--- src/rtl/bram_stream_loader.sv ---
// Byte-stream to BRAM0 word loader that kicks a downstream accessor when done.
// Optional LOADER_EARLY_LAST_EN: s_last_i ends the load early with zero padding.
module bram_stream_loader #(
  parameter int CNT_BIT       = 31,
  parameter int DWIDTH        = 32,
  parameter int AWIDTH        = 8,
  parameter int MEM_SIZE      = 256,
  parameter int IN_DATA_WIDTH = 8
) (
  input  logic                     clk,
  input  logic                     reset,
  input  logic                     start_load_i,
  input  logic [CNT_BIT-1:0]       load_count_i,
  input  logic                     s_valid_i,
  input  logic [IN_DATA_WIDTH-1:0] s_data_i,
  input  logic                     s_last_i,
  output logic                     s_ready_o,
  output logic [AWIDTH-1:0]        addr_b0_o,
  output logic                     ce_b0_o,
  output logic                     we_b0_o,
  output logic [DWIDTH-1:0]        d_b0_o,
  output logic                     start_run_o,
  output logic [CNT_BIT-1:0]       run_count_o,
  input  logic                     acc_done_i,
  output logic                     idle_o,
  output logic                     load_o,
  output logic                     done_o
);

  localparam int NB = DWIDTH / IN_DATA_WIDTH;
  localparam int BW = (NB > 1) ? $clog2(NB) : 1;
  localparam logic [CNT_BIT-1:0] MAX_CNT = CNT_BIT'(MEM_SIZE);

  typedef enum logic [2:0] {
    S_IDLE,
    S_LOAD,
    S_KICK,
    S_WAIT,
    S_DONE
  } state_t;

  state_t             state_q, state_d;
  logic [CNT_BIT-1:0] cnt_q, cnt_d;
  logic [CNT_BIT-1:0] word_q, word_d;
  logic [CNT_BIT-1:0] run_cnt_q, run_cnt_d;
  logic [BW-1:0]      byte_q, byte_d;
  logic [DWIDTH-1:0]  pack_q, pack_d;
  logic [DWIDTH-1:0]  data_q, data_d;
  logic [AWIDTH-1:0]  addr_q, addr_d;
  logic               wr_q, wr_d;

  logic              early_last;
  logic              flush;
  logic [DWIDTH-1:0] packed_w;

`ifdef LOADER_EARLY_LAST_EN
  assign early_last = s_last_i;
`else
  logic unused_last;
  assign unused_last = s_last_i;
  assign early_last  = 1'b0;
`endif

  always_comb begin
    state_d   = state_q;
    cnt_d     = cnt_q;
    word_d    = word_q;
    run_cnt_d = run_cnt_q;
    byte_d    = byte_q;
    pack_d    = pack_q;
    data_d    = data_q;
    addr_d    = addr_q;
    wr_d      = 1'b0;
    packed_w  = pack_q;
    packed_w[IN_DATA_WIDTH*byte_q +: IN_DATA_WIDTH] = s_data_i;
    flush     = (byte_q == BW'(NB-1)) || early_last;
    unique case (state_q)
      S_IDLE: begin
        if (start_load_i) begin
          cnt_d   = (load_count_i > MAX_CNT) ? MAX_CNT : load_count_i;
          word_d  = '0;
          byte_d  = '0;
          pack_d  = '0;
          state_d = (load_count_i == '0) ? S_DONE : S_LOAD;
        end
      end
      S_LOAD: begin
        if (s_valid_i) begin
          if (flush) begin
            // Word complete (or cut short): register the BRAM write for next cycle
            wr_d   = 1'b1;
            addr_d = word_q[AWIDTH-1:0];
            data_d = packed_w;
            pack_d = '0;
            byte_d = '0;
            word_d = word_q + CNT_BIT'(1);
            if ((word_d == cnt_q) || early_last) begin
              run_cnt_d = word_d;
              state_d   = S_KICK;
            end
          end else begin
            pack_d = packed_w;
            byte_d = byte_q + BW'(1);
          end
        end
      end
      S_KICK: state_d = S_WAIT;
      S_WAIT: if (acc_done_i) state_d = S_DONE;
      S_DONE: state_d = S_IDLE;
      default: state_d = S_IDLE;
    endcase
  end

  always_ff @(posedge clk or posedge reset) begin
    if (reset) begin
      state_q   <= S_IDLE;
      cnt_q     <= '0;
      word_q    <= '0;
      run_cnt_q <= '0;
      byte_q    <= '0;
      pack_q    <= '0;
      data_q    <= '0;
      addr_q    <= '0;
      wr_q      <= 1'b0;
    end else begin
      state_q   <= state_d;
      cnt_q     <= cnt_d;
      word_q    <= word_d;
      run_cnt_q <= run_cnt_d;
      byte_q    <= byte_d;
      pack_q    <= pack_d;
      data_q    <= data_d;
      addr_q    <= addr_d;
      wr_q      <= wr_d;
    end
  end

  assign idle_o      = (state_q == S_IDLE);
  assign load_o      = (state_q == S_LOAD);
  assign s_ready_o   = (state_q == S_LOAD);
  assign start_run_o = (state_q == S_KICK);
  assign done_o      = (state_q == S_DONE);
  assign run_count_o = run_cnt_q;
  assign ce_b0_o     = wr_q;
  assign we_b0_o     = wr_q;
  assign addr_b0_o   = addr_q;
  assign d_b0_o      = data_q;

endmodule

--- config.mk ---
export PLATFORM = sky130hd
export DESIGN_NAME = bram_stream_loader
export DESIGN_NICKNAME = d
export VERILOG_FILES = /design/src/rtl/bram_stream_loader.sv
export SDC_FILE = /design/constraint.sdc
export NUM_CORES = 1
export LEC_CHECK = 0
export ABC_AREA = 0
export CAP_MARGIN = 10
export CORE_MARGIN = 1
export CORE_UTILIZATION = 40
export CTS_CLUSTER_SIZE = 12
export DETAILED_ROUTE_END_ITERATION = 16
export GPL_ROUTABILITY_DRIVEN = 0
export MAX_ROUTING_LAYER = met4
export PLACE_DENSITY_LB_ADDON = 0.3
export SETUP_SLACK_MARGIN = 0.5
export SLEW_MARGIN = 5
export SYNTH_ARGS = -nofsm -noshare
export SYNTH_HDL_FRONTEND = slang
export SYNTH_SLANG_ARGS = --single-unit
--- constraint.sdc ---
create_clock -name clk -period 12.1 [get_ports clk]
set_input_delay 2.42 -clock clk [delete_from_list [all_inputs] [get_ports clk]]
set_output_delay 2.42 -clock clk [all_outputs]
set_load 0.05 [all_outputs]
======== Word level (Yosys, flattened, before mapping) ========
Cells that the tools add are included.
W data, S select, Z words.
operators by class
  add/subtract/negate cells ............... 3
  $lt $le $gt $ge ......................... 1
  eq/ne operators ......................... 11
  shift-type cells ........................ 2
  mux-type cells .......................... 24
  reductions and logical operators ........ 9
operator list
  operator                   count
  $mux W31                   4
  $mux W32                   3
  $pmux W32 S2               1
  $pmux W31 S2               1
  $neg A5 Y34                1
  $shift A8 B34 Y32 const A  1
  $shiftx A8 B34 Y32         1
  $bwmux W32                 1
  $add A31 B1 Y31 const B    1
  $eq A31 B31 Y1             1
  $gt A31 B9 Y1 const B      1
  $logic_not A31 Y1          1
  $mux W3                    6
  $pmux W3 S4                1
  $reduce_and A4 Y1          2
  $eq A3 B2 Y1 const B       2
  $mux W2                    3
  $ne A2 B2 Y1 const B       3
  $reduce_and A3 Y1          2
  $reduce_and A5 Y1          1
  $ne A2 B1 Y1 const B       2
  $pmux W2 S2                1
  $eq A3 B1 Y1 const B       1
  $eq A3 B3 Y1 const B       1
  6 further kinds            8
word-level totals
  bits in registers ....................... 171
  bits of input ports ..................... 45
  output and inout port bits .............. 78
  word-level logic and storage cells ...... 59

======== Logic depth before layout (Yosys ltp) ========
Gate-level depths: netlist of run 1.
  depth after elaboration ................. 6
  gate-level depth with buffers ........... 11
  gate-level depth less buffers ........... 9

======== Worst setup path after synthesis of run 1 ========
Ideal clock, no wire load.
  kind .................................... register to output
  start ................................... register state_q[1]
  end ..................................... output s_ready_o
  data arrival time ....................... 1950 ps
  required time ........................... 9680 ps
  path slack .............................. 7730 ps
  stages on the path, launching flop included .. 7
  path buffers ............................ 3
  cells stage by stage .................... dfrtp_1 clkbuf_1 nor2_1 nand2_1 inv_1 clkbuf_1 buf_4
between the ends
  longest elaborated chain between the ends .. 1
ends and longest elaborated chain
  element                 RTL line  text
  start, declared         42        state_t state_q, state_d;
  start signal, assigned  126       state_q <= state_d;
  $eq A3 B1 Y1            -
  end, declared           17        output logic s_ready_o,
Every way passes these cells.

======== Worst setup path after layout of run 1 ========
  start ................................... register state_q[1]
  end ..................................... output s_ready_o
between the ends
  longest elaborated chain between the ends .. 1
ends and longest elaborated chain
  element       RTL line  text
  $eq A3 B1 Y1  140       assign s_ready_o = (state_q == S_LOAD);
Every way passes these cells.

==> results of run 1 <==
## worst max-delay path by stage
stage | startpoint | to | cells past startpoint
3_5_place_dp | state_q[1] | s_ready_o | 4
6_report | state_q[1] | s_ready_o | 4
4_1_cts | state_q[1] | s_ready_o | 4
2_1_floorplan | reset | addr_b0_o[0] | 1
5_1_grt | state_q[1] | s_ready_o | 4
3_3_place_gp | state_q[1] | s_ready_o | 4
## cell usage after synthesis, types with 15 or more instances
cell type	instances	area (um^2)
a21oi_1	35	175
a221oi_1	18	158
a22o_1	41	359
and2_1	23	144
buf_2	15	75.1
clkbuf_1	28	105
dfrtp_1	171	4280
inv_1	18	67.6
mux2_4	28	420
nand2_1	98	368
nand3_1	19	95.1
nor2_1	69	259
nor2b_1	20	125
nor4_1	18	113
o21ai_0	62	310
o31ai_1	15	113
xnor2_1	23	201
xor2_1	21	184
## metrics by stage
| stage | power [mW] | instances | cell area (um^2) |
|---|---|---|---|
| floorplan | 1.09 | 884 | 8840 |
| global placement | 1.28 | 1230 | 10200 |
| detailed placement | 1.28 | 1230 | 10200 |
| CTS | 1.87 | 1262 | 10800 |
| global route | 1.94 | 1263 | 10800 |
| finish | 1.86 | 1263 | 10800 |
## power groups by stage
stage          clock (mW)  combinational [mW]  sequential [mW]
2_1_floorplan           0               0.201            0.891
3_3_place_gp            0               0.557            0.722
3_5_place_dp            0               0.561            0.722
4_1_cts             0.592               0.563            0.715
5_1_grt             0.617               0.601            0.727
6_report            0.581               0.560            0.716
## worst register-to-register path, stage by stage, from the launching register on
cell and delay, ns:
dfrtp_1 0.51, ha_1 0.29, nand3_1 0.56, nor4_4 0.82, nand2_4 0.20, a2111oi_2 0.39
nand4b_1 0.23, nor4_2 0.37, nand3_2 0.35, buf_4 0.40, mux2_4 0.38
## flip-flops by register name, summed over array words and instances, names as in the netlist
name	flops
run_count_o	31
cnt_q	31
state_q	3
ce_b0_o	1
addr_b0_o	8
byte_q	2
d_b0_o	32
word_q	31
pack_q	32
## area by class of cell
| type | instances | area, um^2 | area share, % |
|---|---|---|---|
| Sequential cell | 171 | 4280 | 39.7 |
| Timing Repair Buffer | 129 | 1270 | 11.8 |
| Inverter | 19 | 76.3 | 0.708 |
| Clock inverter | 15 | 188 | 1.74 |
| Tap cell | 280 | 350 | 3.25 |
| Antenna cell | 1 | 2.50 | 0.0232 |
| Multi-Input combinational cell | 631 | 4190 | 38.9 |
| Clock buffer | 17 | 425 | 3.94 |
## logic make-up (layout without fill, tap and decap cells)
family	count (synthesis)	after routing	share of synthesized area, %
adder cells (fa/ha/maj)	7	7	0.990
AO/OA/AOI/OAI	213	213	16.4
multiplexers	34	34	5.45
AND/OR/NAND/NOR	332	332	19.9
flip-flops	171	171	48.4
other	0	1	0
XOR/XNOR	45	45	4.61
buffers and inverters	82	180	4.34
## per-layer routing
layer / share of wire, % / up-vias / GRT usage, %
met5: 0 / - / -
met4: 1.8 / 0 / 7.10
met3: 5.8 / 32 / 4.94
met2: 47 / 227 / 33.6
met1: 45 / 3495 / 29.0
li1: - / 3353 / -
==> metrics.sh, run 1 <==
CPMAXSTAGEDELAYCELL='clkdlybuf4s50_1'
SETUP.WORST_PATH.CLASS='reg2out'
FMAXACHIEVABLE_MHz=166
DR.FIRST_ITER.DRC_COUNT=491
TIMING.FINAL.CRIT_PERIOD_NS=6.03
P_COMB_SHARE_PCT=30.2
POST-ROUTE-PERIOD-UTIL_PCT=49.8
MOSTFREQUENTLAYOUTCELLS='dfrtp_1, clkdlybuf4s50_1, nand2_1'
CORE_AREA_UM2=21800
SLEW_HEADROOM_PCT=28.9
SETUP.REG_TO_REG.WORST_SLACK_NS=7.49
GLOBALROUTETOTALUTIL_PCT=22.0
WORST_PIN_SLEW_NS=1.06
ROW_COUNT=54
CPPEAKSTAGEDELAY_NS=0.91
POWER.IR.VDD_WORST_mV=0.128
CRITPATHBUFINV=2
CTS.PATH.MAX_BUFFERS=2
CELLPOWERDENSITY_nW_PER_UM2=172
PWR-SHARE-CLK_PCT=31.3
VIASPERCELL=5.63
INSERTION_DELAY_NS=0.44
POWER.INTERNAL_mW=1.17
POWER.SWITCHING_mW=0.682
TIMING.HOLD.WORST_PATH_DEPTH=2
POSTLAYOUTSETUPSLACKWORST_NS=6.07
CRITPATHTOPFAMILY='buffers and inverters'
DRC=0
SETUP-TNS-FINAL_NS=0
ANTENNA_FOUND_INITIAL=1
YS_TYPES=65
POST_DRT_WL_PER_CELL_UM=18.3
HOLD_VIOLATIONS=0
TIMING.RR.START='word_q[0]'
WORST_SETUP_HOLD_PATH_CLK_SLEW_NS=0.07
FINALSETUPVIOLCOUNT=0
SYNTHESIZED_INSTANCE_COUNT=884
CP_MAX_FO=24
NUMBER_OF_GLOBAL_ROUTE_VIAS_BEFORE_REPAIR=6935
SYNTH-WARNING-COUNT=0
POST-DP-HPWL_MM=15.3
POSTSYNTHREGISTERBITS=171
CTS.HOLD.BUFFERS_ADDED=0
END_KIND='output port'
PRE_CTS_SLACK_NS=6.55
SYNTH_ASYNC_SR_FLOP_SHARE_PCT=100
CP-START-KIND='register'
STATIC-LEAKAGE-POWER_nW=4.80
NFILLCELLS=2008
IOS=123
OUTCOME='finished clean'
ANTENNA_LEFT=0
ROUTE.FINAL.WIRE_LENGTH_MM=23.1
INITIAL_UTILIZATION_PCT=40.6
SLEW_VIOL_FINAL=0
LAYOUT.NETS=1021
LAYOUT_CELLS_SIZED_ABOVE_1_PCT=9.16
TIMING.REG2REG.WORST_PATH_DEPTH=10
PLACEMENT.IO_BUFFERS=121
SYNTH.NET_COUNT=936
SYNTH.CELL_AREA_UM2=8840
DETAILED_ROUTING_ITERATIONS_PASS_1=5
FINAL_CORE_UTILIZATION_PCT=49.6
AREA_GROWTH_SYN_TO_LAYOUT_PCT=22.0
SETUP_REPAIR_AFTER_GLOBAL_ROUTING_MISSED_ITS_MARGIN='no'
YS_SEQ_AREA_SHARE_PCT=48.4
CRITPATHARRIVALTIME_NS=3.61
FP.DIEAREA_UM2=22700
HOLD_PATH_END='addr_b0_o[3]'
MIN_PATH_TYPE='reg2reg'
DIE_WIDTH_UM=151
CTS_ROOT_BUFFER='clkbuf_16'
GRT_PASS1_WL_MM=37.4
POST_CTS.RESIZED_INSTANCES=0
CTS.SINK_COUNT=171
WORSTPATHCELLLIST='nor2_1 -> nand2_1 -> inv_1 -> clkdlybuf4s50_1'
DR_TOTAL_VIAS=7107
NETSWITCHINGFRACTION_PCT=36.7
HOLD-WORST-SLACK_NS=0.477
WORST_CLOCK_SKEW_NS=0.00696
SYNTH_EDF_COUNT=0
OVERALL_DIE_HEIGHT_UM=151
TRITONCTS='yes'
GRT.OVERFLOW.TOTAL=0
POSTSYNTHAREAPERCELL_UM2=10.0
CTS_INSERTED_BUFFERS=17
WORSTPATHREQUIRED_NS=9.68
CTS_HTREE_LEVELS=4
POSTCTSSETUPREPAIRBUFS=0
REG2REG_TO='run_count_o[3]'
SYNTH_TOP_FLOP_CELL='dfrtp_1'
LAYOUT_COMMONEST_CELL='dfrtp_1'
GRT_MAX_DEGREE=102
HOLD_START='addr_b0_o[3]'
SEQ_POWER_SHARE_PCT=38.6
MAX-CAP-VIOLATIONS=0
Note: power is estimated with default switching activity, not from simulation.
==> run 2: changes to the inputs <==
clock period = 6 ns   (was 12.1 ns; I/O delays follow)
==> run 2 against run 1 <==
- combinational power up 100%
- die area unchanged
- critical path type is now reg2reg
- setup slack worse by 4.7 ns
- critical endpoint is now run_count_o[3]
- critical path depth is 6 higher
- sequential cell count did not move
- routed wire length grew 0.14%
- clock power rose by 89%
- count of clock-buffer cells in the layout unchanged
- utilization is essentially flat
==> metrics.sh, run 2 (synthesized netlist as in run 1, its figures left out) <==
CPPEAKSTAGEDELAY_NS=0.80
CP_MAX_FO=15
IOS=123
FP.DIEAREA_UM2=22700
SLEW_VIOL_FINAL=0
END_KIND='register'
P_COMB_SHARE_PCT=30.7
NETSWITCHINGFRACTION_PCT=37.7
TIMING.RR.START='word_q[0]'
CP-START-KIND='register'
MAX-CAP-VIOLATIONS=0
TRITONCTS='yes'
VIASPERCELL=5.65
POSTCTSSETUPREPAIRBUFS=0
CTS_HTREE_LEVELS=4
PWR-SHARE-CLK_PCT=29.9
SETUP.REG_TO_REG.WORST_SLACK_NS=1.34
NFILLCELLS=2038
CTS_INSERTED_BUFFERS=17
STATIC-LEAKAGE-POWER_nW=4.80
HOLD_START='addr_b0_o[7]'
LAYOUT.NETS=1025
MOSTFREQUENTLAYOUTCELLS='dfrtp_1, clkdlybuf4s50_1, nand2_1'
CTS.PATH.MAX_BUFFERS=2
AREA_GROWTH_SYN_TO_LAYOUT_PCT=22.0
CTS.HOLD.BUFFERS_ADDED=0
POWER.INTERNAL_mW=2.29
POWER.IR.VDD_WORST_mV=0.287
INSERTION_DELAY_NS=0.44
DETAILED_ROUTING_ITERATIONS_PASS_1=6
FINALSETUPVIOLCOUNT=0
GRT_PASS1_WL_MM=37.1
CRITPATHBUFINV=1
GRT_MAX_DEGREE=172
PRE_CTS_SLACK_NS=1.44
POST_CTS.RESIZED_INSTANCES=0
POST-ROUTE-PERIOD-UTIL_PCT=77.6
PLACEMENT.IO_BUFFERS=121
WORSTPATHREQUIRED_NS=6.33
SLEW_HEADROOM_PCT=29.1
WORST_PIN_SLEW_NS=1.06
CORE_AREA_UM2=21800
CRITPATHARRIVALTIME_NS=4.99
GLOBALROUTETOTALUTIL_PCT=22.0
WORST_CLOCK_SKEW_NS=0.00958
SETUP-TNS-FINAL_NS=0
POWER.SWITCHING_mW=1.38
MIN_PATH_TYPE='reg2reg'
CTS.SINK_COUNT=171
ROUTE.FINAL.WIRE_LENGTH_MM=23.2
NUMBER_OF_GLOBAL_ROUTE_VIAS_BEFORE_REPAIR=6911
LAYOUT_CELLS_SIZED_ABOVE_1_PCT=9.43
CPMAXSTAGEDELAYCELL='nor4_4'
POST_DRT_WL_PER_CELL_UM=18.3
WORSTPATHCELLLIST='ha_1 -> nand3_1 -> nor4_4 -> nand2_4 -> a2111oi_2 -> nand4b_1 -> nor4_2 -> nand3_2 -> buf_4 -> mux2_4'
FMAXACHIEVABLE_MHz=215
OUTCOME='finished clean'
ANTENNA_LEFT=0
DR.FIRST_ITER.DRC_COUNT=522
ROW_COUNT=54
INITIAL_UTILIZATION_PCT=40.6
TIMING.REG2REG.WORST_PATH_DEPTH=10
TIMING.HOLD.WORST_PATH_DEPTH=2
SEQ_POWER_SHARE_PCT=39.4
REG2REG_TO='run_count_o[3]'
WORST_SETUP_HOLD_PATH_CLK_SLEW_NS=0.07
DRC=0
POST-DP-HPWL_MM=15.3
ANTENNA_FOUND_INITIAL=0
LAYOUT_COMMONEST_CELL='dfrtp_1'
TIMING.FINAL.CRIT_PERIOD_NS=4.66
OVERALL_DIE_HEIGHT_UM=151
ANTENNA_CELLS=0
SETUP.WORST_PATH.CLASS='reg2reg'
GRT.OVERFLOW.TOTAL=0
HOLD_PATH_END='addr_b0_o[7]'
DIE_WIDTH_UM=151
POSTLAYOUTSETUPSLACKWORST_NS=1.34
HOLD_VIOLATIONS=0
DR_TOTAL_VIAS=7159
CRITPATHTOPFAMILY='simple AND/OR/NAND/NOR gates'
CELLPOWERDENSITY_nW_PER_UM2=341
CTS_ROOT_BUFFER='clkbuf_16'
SETUP_REPAIR_AFTER_GLOBAL_ROUTING_MISSED_ITS_MARGIN='no'
FINAL_CORE_UTILIZATION_PCT=49.6
## run 2: through the flow
stage	hold WS [ns]	power, mW	cells	instance area [um^2]
final	0.478	3.67	1266	10800
after global routing	0.495	3.83	1266	10800
after CTS	0.481	3.71	1265	10800
after detailed placement	0.465	2.59	1233	10200
after global placement	0.462	2.58	1233	10200
after floorplan	0.458	2.20	884	8850
## run 2: worst max path at each step
| stage | start | to | slack [ns] | depth (start not counted) |
|---|---|---|---|---|
| after floorplan | reset | addr_b0_o[0] | 2.62 | 1 |
| after detailed placement | word_q[0] | run_count_o[2] | 1.44 | 10 |
| after global placement | word_q[0] | run_count_o[3] | 1.49 | 10 |
| final | word_q[0] | run_count_o[3] | 1.34 | 10 |
| after CTS | word_q[0] | run_count_o[3] | 1.41 | 10 |
| after global routing | word_q[0] | run_count_o[5] | 1.14 | 10 |
## run 2: metal layers
layer  GRT usage [%]  wire, um
met1            28.1     10400
met2            35.1     11100
met3            4.09      1250
met4            7.45       448
met5               -         0
## run 2: layout make-up
type	instances	area [um^2]	area share, %
Multi-Input combinational cell	631	4190	38.8
Sequential cell	171	4280	39.7
Clock buffer	17	425	3.94
Tap cell	280	350	3.25
Timing Repair Buffer	133	1310	12.2
Inverter	19	75.1	0.696
Clock inverter	15	155	1.44
## run 2: worst min-delay path, cell delays in order (launching register included)
cell     delay (ns)
dfrtp_1        0.34
nand2_1        0.05
nand2_1        0.05
## run 2: power groups by stage
stage | logic, mW | registers, mW | clock network [mW]
floorplan | 0.406 | 1.80 | 0
global placement | 1.12 | 1.46 | 0
detailed placement | 1.13 | 1.46 | 0
CTS | 1.13 | 1.44 | 1.13
global route | 1.20 | 1.47 | 1.17
finish | 1.13 | 1.45 | 1.10
==> run 3: changes to the inputs <==
clock period = 3.85 ns   (was 6 ns; I/O delays follow)
==> run 3 against run 2 <==
- register-to-register slack got worse by 0.77 ns
- worst hold slack got worse by 0.00069 ns
- largest cell class unchanged
- routed wire length rose by 1.5%
- largest power group unchanged
- die area did not move
==> metrics.sh, run 3 (synthesized netlist as in run 1, its figures left out) <==
OUTCOME='finished clean'
ANTENNA_LEFT=0
PLACEMENT.IO_BUFFERS=121
INSERTION_DELAY_NS=0.44
STATIC-LEAKAGE-POWER_nW=4.97
POST_DRT_WL_PER_CELL_UM=18.1
CORE_AREA_UM2=21800
CTS_ROOT_BUFFER='clkbuf_16'
OVERALL_DIE_HEIGHT_UM=151
WORST_PIN_SLEW_NS=0.943
FINALPOWER_mW=5.81
WORST_CLOCK_SKEW_NS=0.0120
MIN_PATH_TYPE='reg2reg'
LAYOUT.NETS=1054
DIE_WIDTH_UM=151
HOLD_VIOLATIONS=0
CELLPOWERDENSITY_nW_PER_UM2=523
CTS_INSERTED_BUFFERS=17
TIMING.FINAL.CRIT_PERIOD_NS=3.27
FINALSETUPVIOLCOUNT=0
WORSTPATHREQUIRED_NS=4.17
TIMING.HOLD.WORST_PATH_DEPTH=2
SETUP-TNS-FINAL_NS=0
POWER.IR.VDD_WORST_mV=0.434
DRC=0
ROUTE.FINAL.WIRE_LENGTH_MM=23.5
CRITPATHARRIVALTIME_NS=3.60
LAYOUT_COMMONEST_CELL='dfrtp_1'
LAYOUT_CELLS_SIZED_ABOVE_1_PCT=13.5
AREA_GROWTH_SYN_TO_LAYOUT_PCT=25.6
SLEW_VIOL_FINAL=0
GRT_MAX_DEGREE=58
CP-START-KIND='register'
IOS=123
NUMBER_OF_GLOBAL_ROUTE_VIAS_BEFORE_REPAIR=7031
SETUP_REPAIR_AFTER_GLOBAL_ROUTING_MISSED_ITS_MARGIN='no'
SETUP.WORST_PATH.CLASS='reg2reg'
ROW_COUNT=54
END_KIND='register'
ANTENNA_CELLS=0
POST-ROUTE-PERIOD-UTIL_PCT=85.0
SLEW_HEADROOM_PCT=37.0
DETAILED_ROUTING_ITERATIONS_PASS_1=5
FINALNONFILLERCELLS=1295
POST-DP-HPWL_MM=16.1
GRT.OVERFLOW.TOTAL=0
DR.FIRST_ITER.DRC_COUNT=607
GRT_PASS1_WL_MM=37.9
CTS.PATH.MAX_BUFFERS=2
TIMING.REG2REG.WORST_PATH_DEPTH=9
GLOBALROUTETOTALUTIL_PCT=22.5
MOSTFREQUENTLAYOUTCELLS='dfrtp_1, clkdlybuf4s50_1, nand2_1'
MAX-CAP-VIOLATIONS=0
NUMPLACEDINSTANCES=1256
DR_TOTAL_VIAS=7223
INITIAL_UTILIZATION_PCT=40.6
FMAXACHIEVABLE_MHz=305
WORST_SETUP_HOLD_PATH_CLK_SLEW_NS=0.07
CTS_HTREE_LEVELS=4
VIASPERCELL=5.58
TRITONCTS='yes'
CTS.SINK_COUNT=171
ANTENNA_FOUND_INITIAL=0
CP_MAX_FO=25
CTS.HOLD.BUFFERS_ADDED=0
FP.DIEAREA_UM2=22700
-- run 3: metrics by stage --
stage | area (um^2) | util (%) | hold slack (ns) | setup WS (ns)
finish | 11100 | 51.0 | 0.478 | 0.577
floorplan | 8850 | - | 0.458 | 0.848
detailed placement | 10400 | 47.8 | 0.466 | 0.153
global route | 11100 | 51.0 | 0.497 | 0.450
CTS | 11000 | 50.7 | 0.483 | 0.520
global placement | 10400 | 47.8 | 0.461 | 0.217
-- run 3: area by class of cell --
class | instances | area [um^2]
fillers | 2009 | 10700
flip-flops and latches | 171 | 4290
multi-input cells | 631 | 4250
repair buffers | 162 | 1560
clock buffers | 17 | 425
well taps | 280 | 350
clock inverters | 15 | 164
inverters | 19 | 75.1
-- run 3: repair_timing --
item	CTS	global route
setup endpoints to repair	32	30
endpoints found under the hold margin	0	0
setup buffers	3	4
gates resized for setup	5	12
cloned	0	0
pin swaps	2	2
-- run 3: worst paths after layout --
check                             start              end  slack [ns]
max                           word_q[6]  run_count_o[13]        0.58
min                        addr_b0_o[7]     addr_b0_o[7]        0.48
max reg2reg                   word_q[6]  run_count_o[13]        0.58
min reg2reg                addr_b0_o[7]     addr_b0_o[7]        0.48
max in group asynchronous         reset        cnt_q[18]        2.17
min in group asynchronous         reset       d_b0_o[30]        0.88
-- run 3: routing by layer --
layer | wire length, um | GRT usage [%] | up-vias
li1 | - | - | 3433
met1 | 10500 | 29.0 | 3523
met2 | 11200 | 35.2 | 231
met3 | 1190 | 4.27 | 36
met4 | 520 | 8.30 | 0
met5 | 0 | - | -
-- run 3: worst max-delay path, cell delays in order, from the launching register on --
cell and delay, ns:
dfrtp_1 0.51, nand4_4 0.28, or4_4 0.62, and3_1 0.20, nor4_1 0.33, o2111ai_1 0.23
nor4_4 0.28, nand3_2 0.13, buf_6 0.22, mux2_4 0.33
-- run 3: where the power goes --
| part | total [mW] | switching, mW | internal [mW] |
|---|---|---|---|
| logic | 1.83 | 1.20 | 0.630 |
| registers | 2.24 | 0.183 | 2.06 |
| clock network | 1.74 | 0.858 | 0.879 |
